### src/rtl/ro_puf_pkg.sv
// Shared types and constants for the ring-oscillator PUF measurement sequencer.
package ro_puf_pkg;

    typedef enum logic [2:0] {
        S_IDLE,
        S_CLEAR,
        S_RUN,
        S_SETTLE,
        S_SAMPLE,
        S_DONE
    } state_t;

    localparam int CLEAR_CYCLES  = 2;
    localparam int DEF_SEL_W     = 4;
    localparam int DEF_CNT_W     = 16;
    localparam int DEF_RESP_BITS = 8;

endpackage

### src/rtl/ro_puf_pair_sel.sv
// Oscillator pair selection for response bit k; bank B is bumped off bank A on collision.
module ro_puf_pair_sel #(
    parameter int SEL_W = 4,
    parameter int K_W   = 3
) (
    input  logic [2*SEL_W-1:0] challenge,
    input  logic [K_W-1:0]     k,
    output logic [SEL_W-1:0]   sel_a,
    output logic [SEL_W-1:0]   sel_b
);
    logic [SEL_W-1:0] raw_b;

    always_comb begin
        sel_a = challenge[SEL_W-1:0] + SEL_W'(k);
        raw_b = challenge[2*SEL_W-1:SEL_W] + SEL_W'(k);
        sel_b = (raw_b == sel_a) ? sel_a + SEL_W'(1) : raw_b;
    end

endmodule

### src/rtl/ro_puf_meas_ctrl.sv
// Sequences clear / enable / settle / sample for each response bit and returns
// the assembled response over a valid/ready handshake.
module ro_puf_meas_ctrl
    import ro_puf_pkg::*;
#(
    parameter int RESP_BITS = DEF_RESP_BITS,
    parameter int CNT_W     = DEF_CNT_W,
    parameter int WIN_W     = 16,
    parameter int SEL_W     = DEF_SEL_W,
    parameter int SETTLE    = 4
) (
    input  logic                 clk,
    input  logic                 rst_n,
    input  logic                 start,
    input  logic [2*SEL_W-1:0]   challenge,
    input  logic [WIN_W-1:0]     win_len,
    output logic                 busy,
    output logic                 ro_en,
    output logic                 cnt_clr,
    output logic [SEL_W-1:0]     sel_a,
    output logic [SEL_W-1:0]     sel_b,
    input  logic [CNT_W-1:0]     cnt_a,
    input  logic [CNT_W-1:0]     cnt_b,
    output logic [RESP_BITS-1:0] resp,
    output logic                 resp_valid,
    input  logic                 resp_ready,
    output logic                 tie
);
    localparam int K_W = (RESP_BITS > 1) ? $clog2(RESP_BITS) : 1;

    state_t               state;
    logic [K_W-1:0]       k;
    logic [WIN_W-1:0]     timer;
    logic [WIN_W-1:0]     win_q;
    logic [2*SEL_W-1:0]   chal_q;
    logic [2*SEL_W-1:0]   ps_chal;
    logic [K_W-1:0]       ps_k;
    logic [SEL_W-1:0]     ps_a;
    logic [SEL_W-1:0]     ps_b;

    // In IDLE the selector looks at the live challenge so bit 0 is ready on accept;
    // otherwise it precomputes the pair for the next bit.
    assign ps_chal = (state == S_IDLE) ? challenge : chal_q;
    assign ps_k    = (state == S_IDLE) ? '0 : k + K_W'(1);

    ro_puf_pair_sel #(.SEL_W(SEL_W), .K_W(K_W)) u_pair_sel (
        .challenge (ps_chal),
        .k         (ps_k),
        .sel_a     (ps_a),
        .sel_b     (ps_b)
    );

    always_ff @(posedge clk) begin
        if (!rst_n) begin
            state      <= S_IDLE;
            k          <= '0;
            timer      <= '0;
            win_q      <= '0;
            chal_q     <= '0;
            busy       <= 1'b0;
            ro_en      <= 1'b0;
            cnt_clr    <= 1'b0;
            sel_a      <= '0;
            sel_b      <= '0;
            resp       <= '0;
            resp_valid <= 1'b0;
            tie        <= 1'b0;
        end else begin
            case (state)
                S_IDLE: if (start) begin
                    state   <= S_CLEAR;
                    chal_q  <= challenge;
                    win_q   <= (win_len == '0) ? WIN_W'(1) : win_len;
                    k       <= '0;
                    resp    <= '0;
                    tie     <= 1'b0;
                    busy    <= 1'b1;
                    cnt_clr <= 1'b1;
                    timer   <= WIN_W'(CLEAR_CYCLES - 1);
                    sel_a   <= ps_a;
                    sel_b   <= ps_b;
                end
                S_CLEAR: if (timer == '0) begin
                    state   <= S_RUN;
                    cnt_clr <= 1'b0;
                    ro_en   <= 1'b1;
                    timer   <= win_q - WIN_W'(1);
                end else begin
                    timer   <= timer - WIN_W'(1);
                end
                S_RUN: if (timer == '0) begin
                    state   <= S_SETTLE;
                    ro_en   <= 1'b0;
                    timer   <= WIN_W'(SETTLE - 1);
                end else begin
                    timer   <= timer - WIN_W'(1);
                end
                S_SETTLE: if (timer == '0) begin
                    state   <= S_SAMPLE;
                end else begin
                    timer   <= timer - WIN_W'(1);
                end
                S_SAMPLE: begin
                    resp[k] <= (cnt_a > cnt_b);
                    if (cnt_a == cnt_b) tie <= 1'b1;
                    if (k == K_W'(RESP_BITS - 1)) begin
                        state      <= S_DONE;
                        resp_valid <= 1'b1;
                    end else begin
                        state   <= S_CLEAR;
                        k       <= k + K_W'(1);
                        cnt_clr <= 1'b1;
                        timer   <= WIN_W'(CLEAR_CYCLES - 1);
                        sel_a   <= ps_a;
                        sel_b   <= ps_b;
                    end
                end
                S_DONE: if (resp_ready) begin
                    state      <= S_IDLE;
                    resp_valid <= 1'b0;
                    busy       <= 1'b0;
                end
                default: state <= S_IDLE;
            endcase
        end
    end

endmodule

### config.mk
export PLATFORM = sky130hd
export DESIGN_NAME = ro_puf_meas_ctrl
export DESIGN_NICKNAME = d
export VERILOG_FILES = /design/src/rtl/ro_puf_pkg.sv /design/src/rtl/ro_puf_pair_sel.sv /design/src/rtl/ro_puf_meas_ctrl.sv
export SDC_FILE = /design/constraint.sdc
export NUM_CORES = 1
export LEC_CHECK = 0
export BUFFER_PORTS_ARGS = -buffer_cell sky130_fd_sc_hd__buf_4
export CAP_MARGIN = 25
export CORE_MARGIN = 2
export CORE_UTILIZATION = 52
export CTS_BUF_LIST = sky130_fd_sc_hd__clkbuf_4
export DETAILED_ROUTE_END_ITERATION = 10
export MAX_ROUTING_LAYER = met4
export PLACE_DENSITY_LB_ADDON = 0.1
export SLEW_MARGIN = 20
export SYNTH_ARGS = -nofsm -noshare
export SYNTH_HDL_FRONTEND = slang
export SYNTH_SLANG_ARGS = --single-unit
### constraint.sdc
create_clock -name clk -period 3.3 [get_ports clk]
set_clock_uncertainty 0.2 [all_clocks]
set_input_delay 0.495 -clock clk [delete_from_list [all_inputs] [get_ports clk]]
set_output_delay 0.495 -clock clk [all_outputs]
set_load 0.03 [all_outputs]
==> results of run 1 <==
critical path, delay by kind of cell, from the launching register on:
family | cells | cell delay, ns
XOR/XNOR | 2 | 0.31
AO/OA/AOI/OAI | 3 | 0.52
AND/OR/NAND/NOR | 4 | 0.78
flip-flops | 1 | 0.38
adder cells (fa/ha/maj) | 3 | 0.75
buffers and inverters | 1 | 0.15
cell usage in the layout (no fill, tap or decap), types with 3 or more instances in the layout:
cell type,instances
o22ai_1,7
o21ai_0,24
a22oi_1,10
nand2_1,82
nand4_1,5
inv_1,24
or3_1,3
xnor2_1,15
a21o_1,8
nor3_1,17
clkbuf_4,9
nor2b_1,5
xor2_1,12
mux2i_1,6
and2_1,3
bufinv_16,3
nor2_1,46
dfxtp_1,65
a22o_1,10
nor4_1,13
buf_4,97
nand3_1,23
a211oi_1,8
a31oi_1,3
clkinv_4,3
ha_1,26
a21oi_1,46
per-layer routing:
layer,vias up,wire length [um],GRT usage (%)
met5,-,0,-
met4,0,167,10.1
met3,17,686,4.64
met2,147,4920,41.5
met1,1902,4940,33.9
li1,2059,-,-
state kept, by name (all words and copies together), names as in the netlist:
register,count
state,3
busy,1
ro_en,1
k,3
win_q,16
sel_a,4
resp_valid,1
cnt_clr,1
chal_q,8
tie,1
resp,8
sel_b,4
timer,16
worst min-delay path by stage:
stage	depth (start not counted)	slack, ns	start	end
6_report	2	0.09	win_len[6]	win_q[6]
5_1_grt	2	0.07	win_len[12]	win_q[12]
4_1_cts	2	0.07	win_len[4]	win_q[4]
3_5_place_dp	2	0.25	chal_q[2]	chal_q[2]
3_3_place_gp	2	0.24	chal_q[7]	chal_q[7]
2_1_floorplan	2	0.24	chal_q[3]	chal_q[3]
final cells by class:
cell class	count	area, um2	share of cell area (%)
flip-flops and latches	67	1350	26.5
clock inverters	7	125	2.46
multi-input cells	409	2590	51.0
clock buffers	9	67.6	1.33
repair buffers	97	728	14.3
well taps	102	128	2.51
inverters	25	93.8	1.85
stage by stage:
stage          util, %  instances  hold slack, ns  TNS (ns)  total power, mW
3_3_place_gp      62.6        697           0.244         0             4.36
2_1_floorplan        -        525           0.236         0             3.61
4_1_cts           65.2        713          0.0700         0             5.15
6_report          66.4        716          0.0868         0             5.29
5_1_grt           66.4        716          0.0661  -0.00639             5.74
3_5_place_dp      62.6        697           0.248         0             4.41
power by group through the flow:
stage          Clock [mW]  Sequential (mW)  Combinational [mW]
2_1_floorplan           0             1.26                2.34
3_3_place_gp            0             1.21                3.15
3_5_place_dp            0             1.22                3.19
4_1_cts             0.728             1.20                3.22
5_1_grt             0.767             1.23                3.74
6_report            0.720             1.20                3.37
cell families after synthesis:
| logic type | Yosys count | synth area share (%) |
|---|---|---|
| AO/OA/AOI/OAI | 133 | 20.9 |
| AND/OR/NAND/NOR | 213 | 24.7 |
| adder cells (fa/ha/maj) | 28 | 8.61 |
| multiplexers | 6 | 1.48 |
| buffers and inverters | 49 | 5.04 |
| flip-flops | 67 | 33.0 |
| XOR/XNOR | 29 | 6.24 |
what timing repair did:
action | in CTS | in global routing
endpoints found under the setup margin | 1 | 2
resized for setup | 1 | 12
cloned | 0 | 0
buffers inserted | 0 | 3
pin swaps | 0 | 5
==> metrics, run 1 <==
Clk network pwr share 13.6%; layout cells sized above 1 21.3%; Mapped Nets 613; dpl hpwl 8070 um; fin nets 697; largest area contributor in the netlist dfxtp_1; initial antenna violation count 0; pre-CTS setup slack 0.00748 ns; R2R depth 13; Post-synth EDFFs 0; fmax 315 MHz; ANT cells 0; status finished, final reports clean; Area Growth Syn to Fin 24.8%; total gr overflow 0; sequential share of the synthesized area 33.0%; GPL Wtd Cong 0.959; WS Path Type reg2reg; Synth Instances 525; CTS Buf Count 9; worst path required time 3.44 ns; DR vias 4125; first-pass GRT wire length 17700 um; vias per inst 5.76; ys async rst share 0%; CTS H-tree lvls 3; Syn Std Cell Area 4070 um2; Slew @ Worst Pin 0.700 ns; crit-path cells ha_1, ha_1, and2_4, ha_4, nand2_1, a221oi_2, a311oi_2, xor2_1, buf_4, xnor2_2, nor4_4, and3b_1, a311oi_1; Crit. End Element register; FF-to-FF End sel_b[2]; I/O Pins 81; CTS root buf clkbuf_4; NetSw 2.54 mW; Pwr Density 1040 nW/um2; Logic pwr share 63.7%; WL final 10700 um; clk sinks 67; CTS max path bufs 2; CTS tree yes; share of power burned in registers 22.7%; Rel. slew slack 53.1%; YS warnings 0; FF+latch count, synth 67; internal power 2.75 mW; r2r setup slk 0.13 ns; core box area 7650 um2; pin count of the biggest net entering global routing 33; row cnt 32; final-report setup violation count 0; clock latency on the worst-skew pair 0.43 ns; synth unique cells 51; DRC Markers 0; Setup WS post-layout 0.125 ns; crit-path max FO 7; Critical Path Max Stage Delay 0.38 ns; Placed Area 4790 um2; Period minus WS final 3.17 ns; maximum vdd drop 0.638 mV; Crit path top cell by count ha_1; Die Width 92.5 um; # Max-Cap Violations 0; Port Buffers 80; worst r2r src k[1]; ranking of synthesized cells by area dfxtp_1 (33%), ha_1 (8.6%), nand2_1 (7.6%); CP Launch Point k[1]; vias in the first global route 3771; Slew Viols, Final 0; hold crit path type in2reg; # fillers 670; DRT iter0 DRCs 343; WL/cell 15.0 um; Top FF cell, synth dfxtp_1; Hold Fails Final Rpt 0; synth cell count leaders nand2_1 (82), dfxtp_1 (67), a21oi_1 (46), nor2_1 (46), ha_1 (28); die height 92.5 um; die area 8550 um2; P_leak 2.23 nW; final worst path period share 96.2%; average size of a mapped cell 7.75 um2; CP endpoint sel_b[2]; hold_buf cts 0; Sw Share 48.0%; most frequent cell after synthesis nand2_1; clock edge transition at the registers on the reported setup and hold paths 0.12 ns; Initial Utilization 53.2%; startpoint types register; Tot GR Track Use 26.4%; post-synth top area share 33.0%; design area 5080 um2; Slowest cell on crit path dfxtp_4; Critical Path AT 3.32 ns; Antenna Violating Nets Remaining 0; iteration count of the initial detailed-routing pass 8
No activity file was read; power rests on OpenSTA's default activity.
==> run 2, diff against run 1 <==
Settings changed: CORE_UTILIZATION 52 to 47, GPL_ROUTABILITY_DRIVEN set to 0.
Clock period 3.3 ns to 3.4 ns, I/O delays scaled along.
==> run 2 against run 1 <==
  * Non-clock buffer count is 3 lower
  * Sequential cell count stayed put
  * First-iteration DRC count is 15% lower
  * Critical path depth is 3 lower
  * Combinational power is 6% lower
  * Fmax is 2.8% lower
  * Utilization is 6.4 points lower
  * Total power is 6.4% lower
  * Sequential power hardly changed
  * Die area is 10% higher
  * Critical endpoint unchanged
  * Largest power group unchanged
==> metrics, run 2 (synthesis gave the netlist of run 1 again) <==
status finished, final reports clean; Slew @ Worst Pin 0.725 ns; WS Path Type reg2reg; final-report setup violation count 0; Antenna Violating Nets Remaining 0; fin nets 694; WL met3 556 um; startpoint types register; CTS tree yes; Port Buffers 80; core box area 8300 um2; Slowest cell on crit path or3_4; Period minus WS final 3.27 ns; Hold Crit Depth 2; Die Width 97.0 um; final worst path period share 96.0%; FF-to-FF End sel_b[2]; vias per inst 5.62; CTS Buf Count 9; Initial Utilization 49.0%; Area Growth Syn to Fin 22.4%; Tot GR Track Use 23.3%; critical hold path startpoint win_len[4]; clock edge transition at the registers on the reported setup and hold paths 0.12 ns; DR vias 4024; vias in the first global route 3662; hold crit path type in2reg; die area 9420 um2; WL met1 5110 um; I/O Pins 81; row cnt 33; P_leak 2.18 nW; clk sinks 67; top sig layer met4; commonest cells after routing, fill and taps aside buf_4 (94), nand2_1 (82), dfxtp_1 (65); crit-path leading delay family simple AND/OR/NAND/NOR gates; Hold Slack 0.107 ns; Setup WS post-layout 0.135 ns; worst r2r src state[2]; DRT iter0 DRCs 293; dpl hpwl 8060 um; Hold Fails Final Rpt 0; wire length on met2 4720 um; maximum vdd drop 0.435 mV; Pwr Density 995 nW/um2; CP bufs+invs 0; Sw Share 48.7%; # Max-Cap Violations 0; WHS Endpoint win_q[4]; share of power burned in registers 23.6%; crit-path cells or3_4, and2_1, ha_1, nand2_1, o311ai_1, xor2_1, xnor2_1, nor4_4, and3b_1, a311oi_1; initial antenna violation count 0; CTS root buf clkbuf_4; layout cells sized above 1 19.6%; crit-path max FO 14; CTS max path bufs 2; Slew Viols, Final 0; ANT cells 0; most common cell after layout, fill and taps aside buf_4; clock latency on the worst-skew pair 0.43 ns; worst path required time 3.54 ns; Critical Path Max Stage Delay 0.49 ns; CP Launch Point state[2]; NetSw 2.42 mW; pre-CTS setup slack 0.000282 ns; die height 97.0 um; iteration count of the initial detailed-routing pass 6; total gr overflow 0; setup TNS 0 ns; # fillers 779; fmax 306 MHz; pin count of the biggest net entering global routing 27; Critical Path AT 3.40 ns; Clk network pwr share 12.2%; r2r setup slk 0.13 ns; R2R depth 10; Rel. slew slack 51.5%; WL/cell 14.7 um; CTS H-tree lvls 3; internal power 2.54 mW; WL final 10500 um; first-pass GRT wire length 17700 um; Logic pwr share 64.2%; DRC Markers 0; Crit. End Element register; Top Registers timer x16, win_q x16
[run 2: cell count changes in the layout (fill, tap and decap cells not counted), sizes merged]
| cell | delta |
|---|---|
| buf | -3 |
| bufinv | -1 |
| clkinv | +1 |
| clkinvlp | +1 |
| inv | -1 |
[run 2: power by group through the flow]
stage	Combinational (mW)	Sequential, mW	Clock, mW
after global routing	3.51	1.20	0.648
after detailed placement	3.08	1.18	0
after CTS	3.10	1.16	0.614
after floorplan	2.27	1.23	0
after global placement	3.04	1.17	0
final	3.18	1.17	0.605
[run 2: what timing repair did]
action,4_1_cts,5_1_grt
gates resized for setup,0,5
endpoints found under the setup margin,0,3
setup buffers,0,2
hold buffers,0,0
[run 2: metrics by stage]
step	util (%)	instances	total power, mW	area (um2)
5_1_grt	60.0	716	5.36	4980
3_5_place_dp	57.6	698	4.26	4780
3_3_place_gp	57.6	698	4.21	4780
6_report	60.0	716	4.96	4980
4_1_cts	59.5	714	4.87	4940
2_1_floorplan	-	525	3.50	4070
[run 2: metal layers]
| layer | GRT usage (%) | vias up |
|---|---|---|
| met4 | 8.34 | 0 |
| met2 | 33.4 | 133 |
| li1 | - | 2053 |
| met1 | 33.3 | 1824 |
| met3 | 3.32 | 14 |
| met5 | - | - |
[run 2: area by class of cell]
cell class,count,area (um2),share of cell area [%]
inverters,25,93.8,1.88
repair buffers,94,706,14.2
clock inverters,7,92.6,1.86
flip-flops and latches,67,1340,27.0
well taps,105,131,2.64
multi-input cells,409,2550,51.1
clock buffers,9,67.6,1.36
[run 2: how the worst max path moves through the flow]
stage                    end  slack, ns  cells after the start
floorplan           sel_b[2]       0.21                     14
global placement    sel_b[2]       0.13                     11
detailed placement  sel_b[2]     0.0003                     11
CTS                 sel_b[2]      0.007                     11
global route        sel_b[2]      -0.03                     10
finish              sel_b[2]       0.13                     10
==> run 3, diff against run 2 <==
Settings changed: ABC_AREA set to 1.
==> run 3 against run 2 <==
  * Critical path depth increased by 3
  * Cell count grew 30%
  * Hold slack worse by 0.0061 ns
  * Utilization down 3.8 points
  * Sequential share of layout area decreased by 2.4 points
  * Die area up 13%
  * Count of clock-buffer cells in the layout up 1
  * Critical endpoint is now sel_b[3]
==> metrics, run 3 <==
most common cell after layout, fill and taps aside nand2_1; Critical Path AT 3.12 ns; hold crit path type in2reg; I/O Pins 81; YS warnings 0; Synth Instances 709; dpl hpwl 9410 um; CTS tree yes; P_leak 2.69 nW; die height 103 um; iteration count of the initial detailed-routing pass 5; core box area 9680 um2; setup TNS 0 ns; Critical Path Max Stage Delay 0.60 ns; FF+latch count, synth 67; post-CTS resize count 0; first-pass GRT wire length 20100 um; CTS Buf Count 9; Hold Slack 0.101 ns; average size of a mapped cell 6.54 um2; Period minus WS final 3.01 ns; Area Growth Syn to Fin 17.5%; vias per inst 5.13; Hold Fails Final Rpt 0; Initial Utilization 47.9%; WL final 11900 um; WL/cell 12.9 um; DRC Markers 0; Post-Layout Cell Count 928; initial antenna violation count 0; fmax 332 MHz; maximum vdd drop 0.711 mV; post-synth top area share 28.9%; Mapped Nets 797; crit-path leading delay family simple AND/OR/NAND/NOR gates; crit-path max FO 20; Antenna Violating Nets Remaining 0; WS Path Type reg2reg; ys async rst share 0%; setup bufs post-CTS 0; Syn Std Cell Area 4640 um2; Final Util 56.3%; CP bufs+invs 2; clk sinks 67; CTS H-tree lvls 3; synth unique cells 45; clock latency on the worst-skew pair 0.41 ns; vias in the first global route 4610; Crit. End Element register; row cnt 36; crit-path cells nor2_4, nand2_2, inv_1, nor2_1, ha_1, ha_1, xnor2_1, nand2_1, nand3b_1, o21ai_0, nand3_1, nand2_1, inv_1; DRT iter0 DRCs 186; CTS max path bufs 2; layout cells sized above 1 16.1%; Power Total 4.87 mW; Slew Viols, Final 0; sequential share of the synthesized area 28.9%; largest area contributor in the netlist dfxtp_1; total gr overflow 0; Post-synth EDFFs 0; DR vias 4761; Slew @ Worst Pin 0.821 ns; ranking of synthesized cells by area dfxtp_1 (29%), nand2_1 (15%), inv_1 (8.6%); pin count of the biggest net entering global routing 26; CTS root buf clkbuf_4; Top FF cell, synth dfxtp_1; Rel. slew slack 45.2%; most frequent cell after synthesis nand2_1; fin nets 878; ANT cells 0; Pwr Density 894 nW/um2; hold_buf cts 0; startpoint types register; # Max-Cap Violations 0; clock edge transition at the registers on the reported setup and hold paths 0.12 ns; Slowest cell on crit path dfxtp_1; die area 10700 um2; status finished, final reports clean; final-report setup violation count 0; placed cell count 912; commonest cells after routing, fill and taps aside nand2_1 (184), inv_1 (106), buf_4 (82); synth cell count leaders nand2_1 (184), inv_1 (106), dfxtp_1 (67), nor2_1 (63), o21ai_0 (52); worst path required time 3.51 ns; Tot GR Track Use 24.4%; Die Width 103 um; RSZ-0062 raised after global routing false; Port Buffers 80; Top Registers timer x16, win_q x16; final worst path period share 88.6%
==> run 3: cell types whose count changed in the layout (fill, tap and decap cells not counted), sizes merged, moves of 9 or more <==
cell / before / now
a22o: 10 / 1
buf: 94 / 82
nor2: 46 / 70
xnor2: 17 / 7
inv: 25 / 112
nand2: 82 / 190
o21ai: 24 / 57
nand3: 23 / 49
==> run 3: worst register-to-register path, cell delays in order, from the launching register on <==
cell and delay (ns):
dfxtp_1 0.60, nor2_4 0.12, nand2_2 0.36, inv_1 0.15, nor2_1 0.17, ha_1 0.19
ha_1 0.28, xnor2_1 0.17, nand2_1 0.12, nand3b_1 0.19, o21ai_0 0.18, nand3_1 0.10
nand2_1 0.08, inv_1 0.03
==> run 3: final cells by class <==
type                            count  area [um2]
Multi-Input combinational cell    518        2800
Inverter                          112         423
Fill cell                         929        4240
Clock buffer                       10        75.1
Tap cell                          133         166
Timing Repair Buffer               82         616
Sequential cell                    67        1340
Clock inverter                      6        32.5
==> run 3: stage by stage <==
step	cell area [um2]	setup WS [ns]
after floorplan	4640	0.809
after global placement	5340	0.561
after detailed placement	5340	0.431
after CTS	5450	0.409
after global routing	5450	0.0967
final	5450	0.388
==> run 3: metal layers <==
metal  GRT usage, %  wire [um]  part of all wire, %
met1           26.8       5240                   44
met4           8.70        308                  2.6
met3           4.64        387                  3.2
met2           43.8       5990                   50
met5              -          0                    0
==> run 3: kinds of logic after synthesis <==
kind of cell	synth area share (%)
adders and majority gates	7.55
xor gates and xnor gates	2.64
DFF	28.9
AOI/OAI and AO/OA	15.3
and+or+nand+nor	34.8
buffers and inverters	10.8
==> run 3: power by group <==
group	switching, mW	internal (mW)
clock network	0.289	0.151
logic	2.11	1.14
registers	0.186	0.991
==> run 3: worst paths after layout <==
kind                                 start          to  slack [ns]  cells past startpoint
worst max-delay path              state[0]    sel_b[3]        0.39                     13
worst min-delay path            win_len[8]    win_q[8]        0.10                      3
worst max register to register    state[0]    sel_b[3]        0.39                     13
worst min register to register  resp_valid  resp_valid        0.26                      2
